--- src/rtl/uart_rx_sequencer.sv ---
// Purpose: UART receive sequencer: arms the start detector, samples mid-bit, assembles LSB-first bytes.
// Latency: byte visible one clk after the stop-bit sample edge, (DATA_BITS+1)*CLKS_PER_BIT edges after start.
// Backpressure: one-entry buffer held until rx_ready; a byte completing into a full buffer is dropped with overrun.
module uart_rx_sequencer #(
  parameter int CLKS_PER_BIT = 16,
  parameter int DATA_BITS    = 8
) (
  input  logic                 clk,
  input  logic                 rst,
  input  logic                 data,
  input  logic                 start_bit_detected,
  output logic                 detector_rst,
  output logic [DATA_BITS-1:0] rx_data,
  output logic                 rx_valid,
  input  logic                 rx_ready,
  output logic                 framing_error,
  output logic                 overrun,
  output logic                 busy
);

  localparam int CNT_W = $clog2(CLKS_PER_BIT);
  localparam int IDX_W = $clog2(DATA_BITS + 1);
  localparam logic [CNT_W-1:0] CNT_MAX  = CNT_W'(CLKS_PER_BIT - 1);
  localparam logic [IDX_W-1:0] IDX_LAST = IDX_W'(DATA_BITS - 1);

  typedef enum logic [1:0] {
    IDLE      = 2'd0,
    DATA      = 2'd1,
    STOP      = 2'd2,
    WAIT_IDLE = 2'd3
  } state_t;

  state_t               state, state_n;
  logic [CNT_W-1:0]     cnt, cnt_n;
  logic [IDX_W-1:0]     idx, idx_n;
  logic [DATA_BITS-1:0] shreg, shreg_n;
  logic                 frame_done;
  logic                 frame_err;

  assign busy = (state != IDLE);

  // Next-state logic: bit timing, LSB-first shifting and stop-bit verdict.
  always_comb begin
    state_n    = state;
    cnt_n      = cnt;
    idx_n      = idx;
    shreg_n    = shreg;
    frame_done = 1'b0;
    frame_err  = 1'b0;
    case (state)
      IDLE: begin
        if (start_bit_detected) begin
          state_n = DATA;
          cnt_n   = CNT_MAX;
          idx_n   = '0;
        end
      end
      DATA: begin
        if (cnt == '0) begin
          // New bits enter at the top so the first bit ends up in bit 0.
          shreg_n = {data, shreg[DATA_BITS-1:1]};
          cnt_n   = CNT_MAX;
          idx_n   = idx + 1'b1;
          if (idx == IDX_LAST) begin
            state_n = STOP;
          end
        end else begin
          cnt_n = cnt - 1'b1;
        end
      end
      STOP: begin
        if (cnt == '0) begin
          if (data) begin
            frame_done = 1'b1;
            state_n    = IDLE;
          end else begin
            frame_err = 1'b1;
            state_n   = WAIT_IDLE;
          end
        end else begin
          cnt_n = cnt - 1'b1;
        end
      end
      WAIT_IDLE: begin
        // Hold off re-arming the detector until the break ends.
        if (data) begin
          state_n = IDLE;
        end
      end
      default: state_n = IDLE;
    endcase
  end

  // State register; detector reset follows the upcoming state so it re-arms at the stop edge.
  always_ff @(posedge clk) begin
    if (!rst) begin
      state        <= IDLE;
      cnt          <= '0;
      idx          <= '0;
      shreg        <= '0;
      detector_rst <= 1'b1;
    end else begin
      state        <= state_n;
      cnt          <= cnt_n;
      idx          <= idx_n;
      shreg        <= shreg_n;
      detector_rst <= (state_n != IDLE);
    end
  end

  // One-entry output buffer with overrun and framing-error pulses.
  always_ff @(posedge clk) begin
    if (!rst) begin
      rx_valid      <= 1'b0;
      rx_data       <= '0;
      framing_error <= 1'b0;
      overrun       <= 1'b0;
    end else begin
      framing_error <= frame_err;
      overrun       <= 1'b0;
      if (frame_done) begin
        if (!rx_valid || rx_ready) begin
          rx_data  <= shreg;
          rx_valid <= 1'b1;
        end else begin
          overrun <= 1'b1;
        end
      end else if (rx_valid && rx_ready) begin
        rx_valid <= 1'b0;
      end
    end
  end

endmodule

--- config.mk ---
export PLATFORM = sky130hd
export DESIGN_NAME = uart_rx_sequencer
export DESIGN_NICKNAME = d
export VERILOG_FILES = /design/src/rtl/uart_rx_sequencer.sv
export SDC_FILE = /design/constraint.sdc
export NUM_CORES = 1
export LEC_CHECK = 0
export ABC_AREA = 1
export BUFFER_PORTS_ARGS = -buffer_cell sky130_fd_sc_hd__buf_2
export CAP_MARGIN = 20
export CORE_MARGIN = 5
export CORE_UTILIZATION = 50
export DETAILED_ROUTE_END_ITERATION = 8
export PLACE_DENSITY_LB_ADDON = 0.1
export SLEW_MARGIN = 10
export SYNTH_ARGS = -nofsm -noshare
export SYNTH_HDL_FRONTEND = slang
export SYNTH_SLANG_ARGS = --single-unit
--- constraint.sdc ---
create_clock -name clk -period 1.7 [get_ports clk]
set_input_delay 0.17 -clock clk [delete_from_list [all_inputs] [get_ports clk]]
set_output_delay 0.17 -clock clk [all_outputs]
set_load 0.03 [all_outputs]
* Yosys cells after proc, flatten, opt, wreduce, memory -nomap -nowiden
Index checks and enable logic that the tools add are counted.
** Word-level totals
- Flip-flop bits (word level) :: 30
- Input port bits :: 5
- Word-level logic and storage cells :: 58
- Output and inout port bits :: 13
** Operators by class
- Multiplexer cells :: 22
- Add/sub/neg operators :: 2
- Reduce and logical (&&, ||, !) cells :: 17
- Eq/ne operators :: 8
** Operators by type and width (number)
- $mux 4 :: 5
- $mux 2 :: 6
- $pmux 4 s3 :: 1
- $reduce_and 3->1 :: 3
- $mux 1 :: 8
- $pmux 2 s4 :: 1
- $pmux 4 s2 :: 1
- $reduce_and 2->1 :: 4
- $reduce_bool 2->1 :: 4
- $ne 2x2->1 const B :: 3
- $add 4x1->4 const B :: 1
- $eq 2x2->1 const B :: 2
- $eq 4x3->1 const B :: 1
- $logic_not 4->1 :: 1
- $sub 4x1->4 const B :: 1
- $reduce_bool 3->1 :: 1
- $eq 2x1->1 const B :: 1
- $logic_not 2->1 :: 1
- $ne 2x1->1 const B :: 1
- $logic_and 1x1->1 :: 1
- $logic_not 1->1 :: 1
- $logic_or 1x1->1 :: 1

* Depth between registers and ports, before layout
Gate-level depths: netlist (run 1).
- Depth after elaboration :: 5
- Gate-level depth with buffers :: 10
- Gate-level depth less buffers :: 10

* Least setup slack after synthesis (run 1)
Ideal clock, no wire load.
- Kind :: flip-flop to flip-flop
- Start :: reg cnt[0]
- End :: reg idx[1]
- Cell stages (with the launch flop) :: 11
- Arrival time :: 1.270 ns
- Setup slack :: 0.302 ns
- Path buffers :: 1
- Setup time :: 0.128 ns
- Period minus slack after synthesis :: 1.398 ns
- Data required time :: 1.572 ns
- Cell sequence :: dfxtp_1 > inv_1 > ha_1 > nand2_2 > nor2_4 > nand2_2 > buf_6 > a21oi_4 > nand2_1 > o21ai_1 > nor2_1
** On the way
- Longest elaborated chain between the ends :: 3
** RTL lines
- start: declaration :: line 34 : logic [CNT_W-1:0] cnt, cnt_n;
- start signal: assignment :: line 104 : cnt <= cnt_n;
- $logic_not 4->1 :: line 59 : if (cnt == '0) begin
- $ne 2x2->1 (no line)
- $reduce_and 3->1 (no line)
- end signal: assignment :: line 105 : idx <= idx_n;
- end: declaration :: line 35 : logic [IDX_W-1:0] idx, idx_n;
No other way between the ends.
A chain may end at the register's enable or synchronous reset.

* Worst setup path in the final report (run 1)
- Start :: reg cnt[0]
- End :: reg cnt[1]
** On the way
- Longest elaborated chain between the ends :: 3
- Elaborated cells on any way between the ends :: 7
- Classes of those cells :: add/sub: 1; eq/ne: 1; mux: 3; reduce/logical: 2
** RTL lines
- $sub 4x1->4 or $logic_not 4->1 (tied branches)
- $mux 4, or another cell as far along :: line 72 : if (cnt == '0) begin
- $pmux 4 s3 or $reduce_and 3->1 (tied branches)
Several ways; a longest one is shown, not always the timed one. The select of a mux whose other input is x is not followed.

==> results of run 1 <==
==> synth_stat cells (2+ instances only) <==
master	number	area [µm²]
inv_2	3	11.3
o21bai_1	3	22.5
nand2_2	2	12.5
o21ai_0	17	85.1
clkbuf_1	2	7.51
ha_1	8	100
nor2_1	35	131
nand2_1	47	176
nand3_1	7	35.0
o21ai_1	2	10.0
dfxtp_1	30	601
a21oi_1	12	60.1
inv_1	20	75.1
==> critical path: cells and delay by family (launching register included) <==
kind	cells	cell delay, ps
DFF	1	350
and+or+nand+nor	3	310
AOI/OAI and AO/OA	2	270
buffers and inverters	2	250
adders and majority gates	1	240
==> metrics by stage <==
| stage | utilization [%] | std cells |
|---|---|---|
| after floorplan | - | 197 |
| after global placement | 55.6 | 243 |
| after detailed placement | 55.6 | 243 |
| after CTS | 57.9 | 251 |
| after global routing | 58.1 | 251 |
| final | 58.1 | 251 |
==> where the power goes <==
group	switching, W	leakage [nW]	internal (W)	total (W)
Sequential	0.0000321	0.244	0.000740	0.000772
Combinational	0.000211	0.465	0.000113	0.000324
Clock	0.000253	0.0343	0.000198	0.000452
Total	0.000497	0.743	0.00105	0.00155
==> metal layers <==
layer  vias to the layer above  global-route usage, %  wire length [µm]
li1                        662                      -                 -
met4                         0                   6.10                44
met2                        26                   24.2              1250
met3                         5                   6.93               164
met5                         -                      0                 0
met1                       558                   18.0              1270
==> repair_timing <==
item / 4_1_cts / 5_1_grt
endpoints found under the setup margin: 0 / 2
setup buffers: 0 / 0
resized for setup: 0 / 2
hold buffers: 0 / 0
==> worst paths after layout <==
kind | startpoint | to | slack, ps | cells past startpoint
worst max-delay path | cnt[0] | cnt[1] | 150 | 8
worst min-delay path | data | shreg[7] | 170 | 3
worst max register to register | cnt[0] | cnt[1] | 150 | 8
worst min register to register | shreg[0] | shreg[0] | 470 | 2
==> registers in the layout (all words and copies together) (netlist names) <==
signal,count
overrun,1
framing_error,1
idx,4
cnt,4
shreg,8
rx_data,8
state,2
detector_rst,1
rx_valid,1
==> kinds of logic after synthesis <==
kind of cell	Yosys count	synth area share, %
and+or+nand+nor	97	28.7
buffers and inverters	27	7.73
AOI/OAI and AO/OA	35	13.8
adders and majority gates	8	7.11
DFF	30	42.7
==> area by class of cell <==
type / count / area share, %
tap: 31 / 2.44
multi-input combinational: 140 / 44.0
sequential: 30 / 37.8
clock buffer: 6 / 3.23
clock inverter: 2 / 0.788
inverter: 24 / 5.91
timing repair buffer: 18 / 5.83
==> run metrics, run 1 <==
synthesized area=between 0.001 and 0.0015 mm²; maxcap violations=0; num rows=19; CTS H-tree lvls=2; Rel. slew slack=between 60% and 70%; pin count of the biggest net entering global routing=17; max-slew violations=0; number of synthesized register bits=30; HPWL Detailed=around 2100 µm; Highest Clock Rate=643 MHz; final total power=around 0.0015 W; wire length of the first global-routing pass=~4900 µm; commonest cells after routing, fill and taps aside=nand2_1 (47), nor2_1 (35), dfxtp_1 (30); cell with the most instances on the worst path=nand2_2; clock edge transition at the registers on the reported setup and hold paths=about 100 ps; kind of end point of the critical path=flip-flop; post-layout net count=roughly 230; via count of the first global-routing pass=roughly 1.2k; largest stage delay on the critical path=350 ps; pre-CTS setup slack=roughly 120 ps; Yosys cell types=22; maximum fanout along the worst path=10; Routed WL per cell=roughly 11 µm; overall routed net length=2730 µm; total number of vias=between 1k and 1.5k; multi-input combinational cell area=approximately 700 µm²; number of hold-slack violations in the final timing report=0; GRT Util Overall=approximately 15%; total of endpoints with negative setup slack in the final report=0; worst hold slack after final layout=approximately 170 ps; critical path's slowest cell=dfxtp_1; clock tree skew after final layout=around 12 ps; number of I/O port buffers=17; die width=63.1 µm; clk_lat worst skew=approximately 330 ps; number of DRC violations after detailed routing=0; synthesized netlist cell count=197; Avg Cell Area, Syn=7.15 µm²; largest buffer count on any clock path=2; final cell area excluding filler cells=0.00159 mm²; number of nets still failing antenna checks after routing=0; sequential cell area=601 µm²; Die Area=0.00398 mm²; number of fill cells=between 200 and 300; result of the run=completed; dpl cell area=0.00152 mm²; Final GP Congestion=approximately 0.88; diode count=0; Core Footprint=around 0.0027 mm²; total congestion overflow after global routing=0; Final min period=roughly 1600 ps; ratio of final minimum period to clock period=between 90% and 100%; CTS Buf Count=5; fraction of registers with async set or reset after synthesis=0%; number of antenna violations at the first check in global routing=0; post-detailed-route via-to-cell ratio=4.98; worst IR drop on VDD=between 0.6 and 0.7 mV; CTS tree=built; Iteration-0 DRC Markers=43; Synth Warn #=0; Hold/Removal Path Class=in2reg; die height=roughly 63 µm; number of clock sinks=30; launching element type of the critical path=flip-flop; starting density of the core=between 50% and 60%; count of TritonRoute iterations in the first routing pass=4; critical path required time=between 1500 and 2000 ps; Cell Chain, Critical Path=inv_1 > ha_1 > nand2_2 > nor2_4 > nand2_2 > clkinvlp_4 > o21ai_0 > a21oi_1; Sum Neg Setup Slack=0 ps; post-synthesis to final-layout area growth=12.8%; measured slew at the worst slew-check pin=around 450 ps; syn_nets=210; worst endpoint data arrival time=roughly 1800 ps; Clock Tree Root=clkbuf_4; unrepaired setup endpoints after global routing=no; number of enable flip-flop cells after synthesis=0; power per cell area=between 900 and 1000 mW/mm²; smallest setup slack after layout=around 150 ps; top-level port count=18; static leakage power=0.743 nW; most frequent standard cell in the layout excluding fill and tap cells=nand2_1; prevailing post-synth register cell=dfxtp_1; fraction of final layout cells sized beyond drive strength 1=between 10% and 20%; startpoint-to-endpoint class of the critical path=reg2reg; portion of the post-synthesis area used by sequential elements=42.7%
Note: power is estimated with default switching activity, not from simulation.
==> inputs of run 2 (changes only) <==
- PLACE_DENSITY: default -> 0.73
- PLACE_DENSITY_LB_ADDON: 0.1 -> default
- clock period: 1.7 -> 1.3 ns (I/O delays scaled with it)
==> run metrics, run 2 (synthesized netlist as in run 1, its figures left out) <==
power per cell area=1210 mW/mm² (was 975 mW/mm²); commonest cells after routing, fill and taps aside=nand2_1 (43), nor2_1 (33), dfxtp_1 (26) (was nand2_1 (47), nor2_1 (35), dfxtp_1 (30)); setup slack of the most critical reg-to-reg path=-110 ps (was 150 ps); cell with the most instances on the worst path=nand2_4 (was nand2_2); static leakage power=0.863 nW (was 0.743 nW); result of the run=complete, but fails checks (was completed); dpl cell area=0.00165 mm² (was 0.00152 mm²); diode count=0 (unchanged); Clock Tree Root=clkbuf_4 (unchanged); number of hold-slack violations in the final timing report=0 (unchanged); ratio of final minimum period to clock period=109% (was 91.4%); smallest setup slack after layout=-113 ps (was 146 ps); most frequent standard cell in the layout excluding fill and tap cells=nand2_1 (unchanged); wire length of the first global-routing pass=5340 µm (was 4890 µm); Cell Chain, Critical Path=inv_2 > ha_4 > nand2_4 > nor2_4 > nand2_4 > clkinv_1 > buf_4 > nand2_1 > a21oi_2 (was inv_1 > ha_1 > nand2_2 > nor2_4 > nand2_2 > clkinvlp_4 > o21ai_0 > a21oi_1); CTS tree=built (unchanged); clock edge transition at the registers on the reported setup and hold paths=100 ps (about the same); number of clock sinks=30 (unchanged); biggest regs=rx_data x8, shreg x8 (unchanged); startpoint-to-endpoint class of the critical path=reg2reg (unchanged); launching element type of the critical path=flip-flop (unchanged); Routed WL per cell=11.6 µm (was 10.9 µm); die width=63.1 µm (unchanged); number of fill cells=227 (was 277); CP delay by family, top=simple AND/OR/NAND/NOR gates (was flip-flops); post-layout net count=250 (was 232); measured slew at the worst slew-check pin=532 ps (was 455 ps); via count of the first global-routing pass=1,283 (was 1,160); Iteration-0 DRC Markers=34 (was 43); total number of vias=1,333 (was 1,251); total congestion overflow after global routing=0 (unchanged); clock tree skew after final layout=12.8 ps (was 12.1 ps); Hold/Removal Path Class=in2reg (unchanged); Rel. slew slack=64.5% (was 69.6%); largest stage delay on the critical path=340 ps (was 350 ps); Final GP Congestion=0.982 (was 0.876); num rows=19 (unchanged); post-detailed-route via-to-cell ratio=4.96 (was 4.98); critical path's slowest cell=dfxtp_2 (was dfxtp_1); Die Area=0.00398 mm² (unchanged); Final min period=1410 ps (was 1550 ps); post-synthesis to final-layout area growth=31.0% (was 12.8%); worst IR drop on VDD=0.965 mV (was 0.676 mV); critical path required time=1570 ps (was 1910 ps); die height=63.1 µm (unchanged); maxcap violations=0 (unchanged); overall routed net length=3120 µm (was 2730 µm); starting density of the core=51.5% (unchanged); number of I/O port buffers=17 (unchanged); Max Used Layer=met4 (unchanged); violated checks=setup timing; Met1 Wirelength=1390 µm (was 1270 µm); maximum fanout along the worst path=4 (was 10); fraction of final layout cells sized beyond drive strength 1=33.2% (was 16.4%); number of DRC violations after detailed routing=0 (unchanged); unrepaired setup endpoints after global routing=yes (was no); top-level port count=18 (unchanged); GRT Util Overall=16.7% (was 15.3%); final total power=0.00223 W (was 0.00155 W); pin count of the biggest net entering global routing=15 (was 17); clk_lat worst skew=340 ps (was 330 ps); met3 WL post-DR=153 µm (was 164 µm); worst endpoint data arrival time=1680 ps (was 1760 ps); pre-CTS setup slack=-88.7 ps (was 121 ps); length of routed met2 wiring=1520 µm (was 1250 µm); count of TritonRoute iterations in the first routing pass=4 (unchanged); CTS Buf Count=5 (unchanged); number of nets still failing antenna checks after routing=0 (unchanged); largest buffer count on any clock path=2 (unchanged); Bufs and invs on worst path=3 (was 2); kind of end point of the critical path=flip-flop (unchanged); final cell area excluding filler cells=0.00184 mm² (was 0.00159 mm²); Highest Clock Rate=708 MHz (was 643 MHz); number of antenna violations at the first check in global routing=0 (unchanged); max-slew violations=0 (unchanged); CTS H-tree lvls=2 (unchanged); Core Footprint=0.00273 mm² (unchanged); HPWL Detailed=2210 µm (was 2070 µm); total of endpoints with negative setup slack in the final report=28 (was 0)
[run 2: changes by cell type in the layout (fill, tap and decap cells not counted), sizes merged]
cell      change
buf          +18
clkinv        +1
clkinvlp      -1
[run 2: worst paths after layout]
check / cells after the start / to / startpoint
min: 2 / detector_rst / rst
max reg2reg: 9 / shreg[4] / cnt[1]
max: 9 / shreg[4] / cnt[1]
min reg2reg: 2 / shreg[0] / shreg[0]
[run 2: power by group]
| group | leakage, nW | switching (W) | internal [W] |
|---|---|---|---|
| Sequential | 0.245 | 0.0000449 | 0.000971 |
| Clock | 0.0343 | 0.000337 | 0.000260 |
| Combinational | 0.583 | 0.000347 | 0.000270 |
| Total | 0.863 | 0.000729 | 0.00150 |
[run 2: routing by layer]
layer | vias up | track usage, %
met2 | 27 | 27.2
met1 | 600 | 19.6
li1 | 700 | -
met5 | - | 0
met3 | 6 | 5.86
met4 | 0 | 7.43
[run 2: what timing repair did]
item,CTS,global route
pin swaps,1,6
resized for setup,12,26
hold buffers,0,0
buffers inserted,2,2
endpoints found under the setup margin,27,29
[run 2: stage by stage]
stage	cells	util (%)	hold slack, ps	setup TNS, ps
floorplan	197	-	253	-70.2
global placement	257	60.4	396	-144
detailed placement	257	60.4	392	-878
CTS	267	64.3	36.8	-1060
global route	269	67.5	45.3	-3880
finish	269	67.5	48.3	-1530
[run 2: worst reg2reg max path: cells and delay by family (launching register included)]
kind	cells	cell delay, ps
simple gates	4	410
compound gates	1	130
buf+inv	3	300
fa+ha+maj	1	140
flops	1	340
[run 2: area by class of cell]
| cell class | count | area (µm²) | share of cell area, % |
|---|---|---|---|
| Timing Repair Buffer | 36 | 245 | 13.3 |
| Tap cell | 31 | 38.8 | 2.10 |
| Inverter | 24 | 92.6 | 5.02 |
| Multi-Input combinational cell | 140 | 798 | 43.3 |
| Sequential cell | 30 | 606 | 32.8 |
| Clock inverter | 2 | 12.5 | 0.678 |
| Clock buffer | 6 | 51.3 | 2.78 |
==> inputs of run 3 (changes only) <==
- GPL_ROUTABILITY_DRIVEN: default -> 0
- PLACE_DENSITY: 0.73 -> 0.7
- clock period: 1.3 -> 1.6 ns (I/O delays scaled with it)
==> run metrics, run 3 (synthesized netlist as in run 1, its figures left out) <==
Final min period=1530 ps (was 1410 ps); Cell Chain, Critical Path=inv_1 > ha_2 > nand2_2 > nor2_4 > nand2_4 > nand2_1 > nand2_2 > o21bai_1 > nor2_1 (was inv_2 > ha_4 > nand2_4 > nor2_4 > nand2_4 > clkinv_1 > buf_4 > nand2_1 > a21oi_2); Highest Clock Rate=653 MHz (was 708 MHz); unrepaired setup endpoints after global routing=yes (unchanged); kind of end point of the critical path=flip-flop (unchanged); starting density of the core=51.5% (unchanged); post-synthesis to final-layout area growth=17.9% (was 31.0%); total of endpoints with negative setup slack in the final report=0 (was 28); Bufs and invs on worst path=1 (was 3); post-layout net count=238 (was 250); total congestion overflow after global routing=0 (unchanged); Routed WL per cell=11.5 µm (was 11.6 µm); most frequent standard cell in the layout excluding fill and tap cells=nand2_1 (unchanged); launching element type of the critical path=flip-flop (unchanged); startpoint-to-endpoint class of the critical path=reg2reg (unchanged); biggest regs=rx_data x8, shreg x8 (unchanged); max-slew violations=0 (unchanged); total number of vias=1,282 (was 1,333); result of the run=completed (was complete, but fails checks); Met1 Wirelength=1360 µm (was 1390 µm); number of DRC violations after detailed routing=0 (unchanged); ratio of final minimum period to clock period=95.6% (was 109%); CP delay by family, top=simple AND/OR/NAND/NOR gates (unchanged); length of routed met2 wiring=1330 µm (was 1520 µm); measured slew at the worst slew-check pin=450 ps (was 532 ps); GRT Util Overall=15.9% (was 16.7%); net switching fraction of the power=31.9% (was 32.7%); multi-input combinational cell area=729 µm² (was 798 µm²); met3 WL post-DR=180 µm (was 153 µm); Clock Tree Root=clkbuf_4 (unchanged); Rel. slew slack=70.0% (was 64.5%); sw power=0.000539 W (was 0.000729 W); largest stage delay on the critical path=330 ps (was 340 ps); Die Area=0.00398 mm² (unchanged); final total power=0.00169 W (was 0.00223 W); clock edge transition at the registers on the reported setup and hold paths=90 ps (was 100 ps); num rows=19 (unchanged); Final Core Density=60.7% (was 67.5%); HPWL Detailed=2130 µm (was 2210 µm); clock tree skew after final layout=12.0 ps (was 12.8 ps); Iteration-0 DRC Markers=52 (was 34); top-level port count=18 (unchanged); static leakage power=0.800 nW (was 0.863 nW); count of TritonRoute iterations in the first routing pass=4 (unchanged); number of fill cells=262 (was 227); wire length of the first global-routing pass=5140 µm (was 5340 µm); Hold/Removal Path Class=in2reg (unchanged); worst IR drop on VDD=0.794 mV (was 0.965 mV); diode count=0 (unchanged); pin count of the biggest net entering global routing=17 (was 15); Core Footprint=0.00273 mm² (unchanged); sequential cell area=603 µm² (was 606 µm²); die height=63.1 µm (unchanged); CTS tree=built (unchanged); critical path required time=1830 ps (was 1570 ps); clock share of power=27.5% (was 26.8%); maxcap violations=0 (unchanged); CTS Buf Count=5 (unchanged); fraction of final layout cells sized beyond drive strength 1=21.7% (was 33.2%); number of antenna violations at the first check in global routing=0 (unchanged); number of clock sinks=30 (unchanged); clk_lat worst skew=340 ps (about the same); post-detailed-route via-to-cell ratio=4.99 (was 4.96); hold bufs inserted after CTS=0 (unchanged); fin cells=257 (was 269); Comb pwr share=23.8% (was 27.7%); critical path's slowest cell=dfxtp_1 (was dfxtp_2); cell with the most instances on the worst path=nand2_2 (was nand2_4); fraction of power consumed by sequential logic=48.6% (was 45.6%); die width=63.1 µm (unchanged); number of nets still failing antenna checks after routing=0 (unchanged); number of hold-slack violations in the final timing report=0 (unchanged); Max Used Layer=met4 (unchanged); placed cell count=246 (was 257); power per cell area=1020 mW/mm² (was 1210 mW/mm²); total internal power=0.00115 W (was 0.00150 W); via count of the first global-routing pass=1,198 (was 1,283); worst endpoint data arrival time=1760 ps (was 1680 ps); CTS H-tree lvls=2 (unchanged); commonest cells after routing, fill and taps aside=nand2_1 (46), nor2_1 (34), dfxtp_1 (28) (was nand2_1 (43), nor2_1 (33), dfxtp_1 (26)); largest buffer count on any clock path=2 (unchanged); maximum fanout along the worst path=6 (was 4); number of I/O port buffers=17 (unchanged); overall routed net length=2950 µm (was 3120 µm)
run 3: cell count changes in the layout (fill, tap and decap cells not counted), sizes merged:
cell	before	now
inv	23	24
clkinvlp	1	0
clkbuf	6	7
clkinv	2	1
buf	36	24
run 3: path summary, 6_finish.rpt:
kind	cells past startpoint	startpoint	slack, ps	to
worst max register to register	9	cnt[1]	70	idx[2]
worst max-delay path	9	cnt[1]	70	idx[2]
worst min register to register	2	shreg[0]	470	shreg[0]
worst min-delay path	2	rst	170	detector_rst
run 3: metrics by stage:
step / setup slack, ps / hold slack, ps / TNS [ps] / cell area, µm²
after global placement: 70.9 / 452 / 0 / 1540
final: 69.8 / 170 / 0 / 1660
after floorplan: 202 / 283 / 0 / 1410
after global routing: -52.5 / 163 / -236 / 1660
after CTS: 17.0 / 142 / 0 / 1600
after detailed placement: 45.7 / 453 / 0 / 1540
run 3: final cells by class:
class	instances	area share (%)
clock buffer	7	3.32
clock inverter	1	0.302
inverter	24	5.43
multi-input combinational	140	44.0
sequential	30	36.3
tap	31	2.34
timing repair buffer	24	8.30
run 3: worst register-to-register path, stage by stage, from the launching register on:
cell	delay, ps
dfxtp_1	330
inv_1	80
ha_2	210
nand2_2	90
nor2_4	220
nand2_4	110
nand2_1	110
nand2_2	70
o21bai_1	160
nor2_1	60
run 3: per-layer routing:
layer / up-vias / global-route usage, %
met5: - / 0
met4: 0 / 6.90
met3: 9 / 6.22
met2: 29 / 24.6
met1: 567 / 19.5
li1: 677 / -
run 3: power groups by stage:
stage	registers [W]	clock network [W]	logic [W]
global route	0.000829	0.000530	0.000455
global placement	0.000835	0	0.000350
CTS	0.000820	0.000481	0.000360
finish	0.000823	0.000466	0.000403
detailed placement	0.000838	0	0.000359
floorplan	0.000839	0	0.000268
run 3: repair_timing:
action / CTS / global route
endpoints found under the setup margin: 0 / 24
buffers inserted: 0 / 3
resized for setup: 0 / 15
